**src/rtl/uart_tx_fifo.sv**
```systemverilog
// UART transmitter with a small byte FIFO: start, D0..D7 LSB first, parity, stop.
// Bit boundaries are rising edges of CLK_Baud detected in the CLK domain.
module uart_tx_fifo #(
    parameter int FIFO_AW    = 2,
    parameter bit PARITY_ODD = 1'b0
) (
    input  logic       CLK,
    input  logic       CLR,
    input  logic       CLK_Baud,
    input  logic       WR_EN,
    input  logic [7:0] WR_Data,
    output logic       FIFO_Full,
    output logic       FIFO_Empty,
    output logic       TX_Busy,
    output logic       Serial_output
);
    localparam int DEPTH = 1 << FIFO_AW;
    localparam logic [FIFO_AW:0]   CNT_FULL = (FIFO_AW+1)'(DEPTH);
    localparam logic [FIFO_AW:0]   CNT_ONE  = (FIFO_AW+1)'(1);
    localparam logic [FIFO_AW-1:0] PTR_ONE  = FIFO_AW'(1);

    typedef enum logic [2:0] {IDLE, START, DATA, PARITY, STOP} state_t;

    logic [7:0]         mem [DEPTH];
    logic [FIFO_AW-1:0] wr_ptr, rd_ptr;
    logic [FIFO_AW:0]   count, count_next;
    logic               baud_prev, baud_tick, push, pop;

    state_t     state, state_next;
    logic [7:0] shreg, shreg_next;
    logic [3:0] cnt, cnt_next;
    logic       par, par_next, line_next;

    assign baud_tick = CLK_Baud & ~baud_prev;
    assign push      = WR_EN & ~FIFO_Full;
    assign TX_Busy   = (state != IDLE);

    always_comb begin
        count_next = count;
        if (push && !pop)
            count_next = count + CNT_ONE;
        else if (pop && !push)
            count_next = count - CNT_ONE;
    end

    // Storage needs no reset; only pointers and count define its contents.
    always_ff @(posedge CLK) begin
        if (push)
            mem[wr_ptr] <= WR_Data;
    end

    always_ff @(posedge CLK or posedge CLR) begin
        if (CLR) begin
            wr_ptr     <= '0;
            rd_ptr     <= '0;
            count      <= '0;
            FIFO_Full  <= 1'b0;
            FIFO_Empty <= 1'b1;
            baud_prev  <= 1'b1;
        end else begin
            baud_prev  <= CLK_Baud;
            if (push) wr_ptr <= wr_ptr + PTR_ONE;
            if (pop)  rd_ptr <= rd_ptr + PTR_ONE;
            count      <= count_next;
            FIFO_Full  <= (count_next == CNT_FULL);
            FIFO_Empty <= (count_next == '0);
        end
    end

    always_ff @(posedge CLK or posedge CLR) begin
        if (CLR) begin
            state         <= IDLE;
            shreg         <= '0;
            cnt           <= '0;
            par           <= 1'b0;
            Serial_output <= 1'b1;
        end else begin
            state         <= state_next;
            shreg         <= shreg_next;
            cnt           <= cnt_next;
            par           <= par_next;
            Serial_output <= line_next;
        end
    end

    // State names the bit currently on the line; everything moves on baud_tick only.
    always_comb begin
        state_next = state;
        shreg_next = shreg;
        cnt_next   = cnt;
        par_next   = par;
        line_next  = Serial_output;
        pop        = 1'b0;
        if (baud_tick) begin
            case (state)
                IDLE, STOP: begin
                    if (!FIFO_Empty) begin
                        pop        = 1'b1;
                        shreg_next = mem[rd_ptr];
                        par_next   = 1'b0;
                        line_next  = 1'b0;
                        state_next = START;
                    end else begin
                        line_next  = 1'b1;
                        state_next = IDLE;
                    end
                end
                START: begin
                    line_next  = shreg[0];
                    par_next   = par ^ shreg[0];
                    shreg_next = {1'b0, shreg[7:1]};
                    cnt_next   = 4'd1;
                    state_next = DATA;
                end
                DATA: begin
                    if (cnt < 4'd8) begin
                        line_next  = shreg[0];
                        par_next   = par ^ shreg[0];
                        shreg_next = {1'b0, shreg[7:1]};
                        cnt_next   = cnt + 4'd1;
                    end else begin
                        line_next  = par ^ PARITY_ODD;
                        state_next = PARITY;
                    end
                end
                PARITY: begin
                    line_next  = 1'b1;
                    state_next = STOP;
                end
                default: begin
                    line_next  = 1'b1;
                    state_next = IDLE;
                end
            endcase
        end
    end
endmodule
```
**config.mk**
```make
export PLATFORM = sky130hd
export DESIGN_NAME = uart_tx_fifo
export DESIGN_NICKNAME = d
export VERILOG_FILES = /design/src/rtl/uart_tx_fifo.sv
export SDC_FILE = /design/constraint.sdc
export NUM_CORES = 1
export LEC_CHECK = 0
export ABC_AREA = 1
export CORE_ASPECT_RATIO = 1.5
export CORE_MARGIN = 8
export CORE_UTILIZATION = 62
export CTS_CLUSTER_DIAMETER = 40
export CTS_CLUSTER_SIZE = 12
export DETAILED_ROUTE_END_ITERATION = 7
export GPL_TIMING_DRIVEN = 0
export PLACE_DENSITY = 0.86
export SYNTH_ARGS = -nofsm -noshare
export SYNTH_HDL_FRONTEND = slang
export SYNTH_SLANG_ARGS = --single-unit
```
**constraint.sdc**
```tcl
create_clock -name CLK -period 2.34 [get_ports CLK]
set_input_delay 0.468 -clock CLK [delete_from_list [all_inputs] [get_ports CLK]]
set_output_delay 0.468 -clock CLK [all_outputs]
set_load 0.01 [all_outputs]
```
==> summary.md <==
| Metric | Value |
|---|---|
| Outcome | `finished clean` |
| Clk_skew | `8.888 ps` |
| Floorplan die area | `0.006877 mm²` |
| Combinational family with the most area after synthesis | `simple AND/OR/NAND/NOR gates` |
| Max-cap check violation count | `0` |
| CTS tree | `built` |
| Post-synthesis instance area | `0.002755 mm²` |
| Final worst path period share | `88.04%` |
| Insertion delay to the later sink of the worst-skew pair | `340 ps` |
| Aggregate global-route resource usage | `16.67%` |
| Area delta synth->final | `14.35%` |
| Placed Cells | `335` |
| Cts bufs inserted | `9` |
| Number of hold buffers added after CTS | `0` |
| Power per unit of standard cell area | `1256 mW/mm²` |
| Largest voltage drop on the vdd net | `805.3 µV` |
| Core occupancy in the finished layout | `74.21%` |
| Vias after detailed routing | `1927` |
| Final Hold Vio Count | `0` |
| Initial antenna violation count | `0` |
| Clock Tree Root | `clkbuf_8` |
| Die span in y | `97.65 µm` |
| Number of gates resized after CTS | `0` |
| Library cell contributing the largest single delay on the critical path | `clkdlybuf4s50_1` |
| Leading cell type in the layout, fill and taps excluded | `nor2_1` |
| WP buf/inv | `1` |
| Per-cell routed wire length | `14.79 µm` |
| Critical path class | `reg2out` |
| Total power | `3957 µW` |
| Via-per-instance ratio | `5.490` |
| Count of pins on the block boundary | `16` |
| Filler instances | `302` |
| Post-synthesis share of cell area spent on and, or, nand and nor gates | `20.48%` |
| Top cell family by delay on the critical path | `buffers and inverters` |
| Total count of max-transition violations in the final report | `0` |
| Share of the synthesized area in compound gates (AO/OA/AOI/OAI) | `8.719%` |
| CTS max path bufs | `2` |
| Static leakage power | `0.001356 µW` |
| Post-Syn Area per Cell | `10.06 µm²` |
| Worst stage delay on the critical path | `480 ps` |
| Final count of negative-setup-slack endpoints | `0` |
| Wire length of the first global-routing pass | `8.838 mm` |
| Final WL | `5.191 mm` |
| Synth Area in XOR/XNOR | `1.907%` |
| Placed Instance Area | `0.002963 mm²` |
| Layout Nets | `319` |
| Portion of netlist area occupied by mux cells | `0%` |
| Ratio of cells with drive above 1 in the final layout | `14.43%` |
| Post-synthesis cell count | `274` |
| Total core area | `0.004245 mm²` |
| Number of levels in the clock H-tree | `3` |
| Number of buffers added for setup after CTS | `0` |
| Capturing element type of the critical path | `primary output` |
| Top achievable clock speed | `485.4 MHz` |
| CP Data Required Time | `1870 ps` |
| Syn nets | `293` |
| Final estimated routing congestion in global placement | `0.8211` |
| Number of nets with antenna violations after detailed routing | `0` |
| Crit path arrival time | `1590 ps` |
| Largest net degree at the start of global routing | `28` |
| Area share of fa/ha/maj cells after synthesis | `3.179%` |
| Crit-path cells | `nor2_2, nand2_1, clkdlybuf4s50_1` |
| Leading cell types in the layout, fill and taps excluded | `nor2_1, nand2_1, edfxtp_1, inv_1, dfrtp_1` |
| Antenna cell count | `0` |
| Number of DRC markers in iteration 0 | `122` |
| Final global-route overflow total | `0` |
| Number of non-filler instances in the completed layout | `351` |
| Worst hold path class | `reg2reg` |
| Die outline width | `70.43 µm` |
| Number of synthesized register bits | `59` |
| Port bufs | `15` |
| Measured slew at the worst slew-check pin | `1040 ps` |
| Via count of the first global-routing pass | `2022` |
| Clock-pin transition on the worst setup and hold timing paths | `60 ps` |
| Unique cell type count in the Yosys netlist | `33` |
| Initial cell density of the core | `64.90%` |
| Setup TNS | `0 ps` |
| Std-Cell Rows | `29` |
| Remaining max-slew budget at the tightest pin | `30.58%` |
| Yosys warnings | `0` |
| Sequential share of the synthesized area | `59.54%` |
| Clock sink total | `59` |
| RSZ-0062 raised after global routing | `no` |
| Crit path max fanout | `6` |
| Drt first pass iters | `4` |
| Post-Layout Inst Area | `0.003151 mm²` |
| Kind of start point of the critical path | `flip-flop` |
| DR DRC count | `0` |
| Shortest clock period the worst path allows after layout | `2060 ps` |
| Post-DP HPWL | `3.460 mm` |
[cells in the mapped netlist]
cell	count	area [µm²]
nand2_1	42	157.7
nor2_1	45	168.9
dfrtp_1	24	600.6
inv_1	29	108.9
dfstp_2	3	78.83
o21ai_0	18	90.09
nand4_1	1	6.260
inv_2	5	18.77
xor2_1	6	52.55
nand3b_1	2	15.01
o21ai_1	6	30.03
nand2_2	1	6.260
clkinv_1	1	3.750
o21ai_2	8	70.07
or2_2	1	6.260
nand2_4	1	11.26
nand4_2	1	12.51
ha_1	7	87.58
buf_2	3	15.01
o22ai_1	1	6.260
o211ai_1	1	7.510
o21a_1	1	7.510
a22oi_1	1	7.510
or2_0	1	6.260
a31oi_1	1	6.260
nor2_8	1	20.02
buf_12	1	20.02
nand3_1	19	95.09
nand3_2	4	40.04
clkbuf_1	1	3.750
a21oi_1	3	15.01
nor2_2	3	18.77
edfxtp_1	32	960.9
[final timing paths]
kind / to / startpoint / cells after the start / slack [ps]
max in group asynchronous: shreg[6]$_DFFE_PP0P_ / CLR / 2 / 1020
hold / removal: Serial_output$_DFFE_PP1P_ / Serial_output$_DFFE_PP1P_ / 2 / 500
min in group asynchronous: state[0]$_DFFE_PP0P_ / CLR / 2 / 690
setup / recovery: TX_Busy / state[1]$_DFFE_PP0P_ / 3 / 280
hold reg to reg: Serial_output$_DFFE_PP1P_ / Serial_output$_DFFE_PP1P_ / 2 / 500
setup reg to reg: mem[3][6]$_DFFE_PP_ / FIFO_Full$_DFF_PP0_ / 3 / 640
[kinds of logic after synthesis]
family | count (synthesis)
AND/OR/NAND/NOR | 122
flip-flops | 59
AO/OA/AOI/OAI | 40
buffers and inverters | 40
adder cells (fa/ha/maj) | 7
XOR/XNOR | 6
[layout make-up]
type	count	area, µm²	share of cell area [%]
well taps	46	57.56	1.827
flip-flops and latches	59	1640	52.07
clock inverters	4	42.54	1.350
inverters	35	131.4	4.170
multi-input cells	175	944.7	29.98
clock buffers	12	145.1	4.607
plain buffers	5	38.79	1.231
repair buffers	15	150.1	4.766
[worst register-to-register path: stages (launching register included)]
cell and delay (ps):
dfrtp_1 370, inv_1 50, nand2_1 180, nor2_1 710
[metrics by stage]
step | setup WS, ps | hold WS [ps]
2_1_floorplan | 935.0 | 465.8
3_3_place_gp | 151.3 | 494.4
3_5_place_dp | 120.2 | 495.2
4_1_cts | 261.6 | 503.9
5_1_grt | 169.8 | 540.1
6_report | 280.0 | 502.5
[flip-flops by register name (all words and copies together), names as in the netlist, 2 cells and up]
register / cells
count: 3
shreg: 8
rd_ptr: 2
mem: 32
state: 3
cnt: 4
wr_ptr: 2
[layer usage]
metal / track usage, % / vias to the layer above / wire length (µm)
met5: 0 / - / 0
met4: 13.04 / 0 / 176
met3: 5.317 / 15 / 294
met2: 27.20 / 54 / 2656
met1: 16.99 / 904 / 2063
li1: - / 954 / -
[power breakdown]
part	leakage, µW	internal, µW	switching (µW)
registers	0.000623	1430	142
clock network	0.0000954	512	378
logic	0.000638	529	964
total	0.00136	2470	1480
Power figures use the tool's default switching activity.
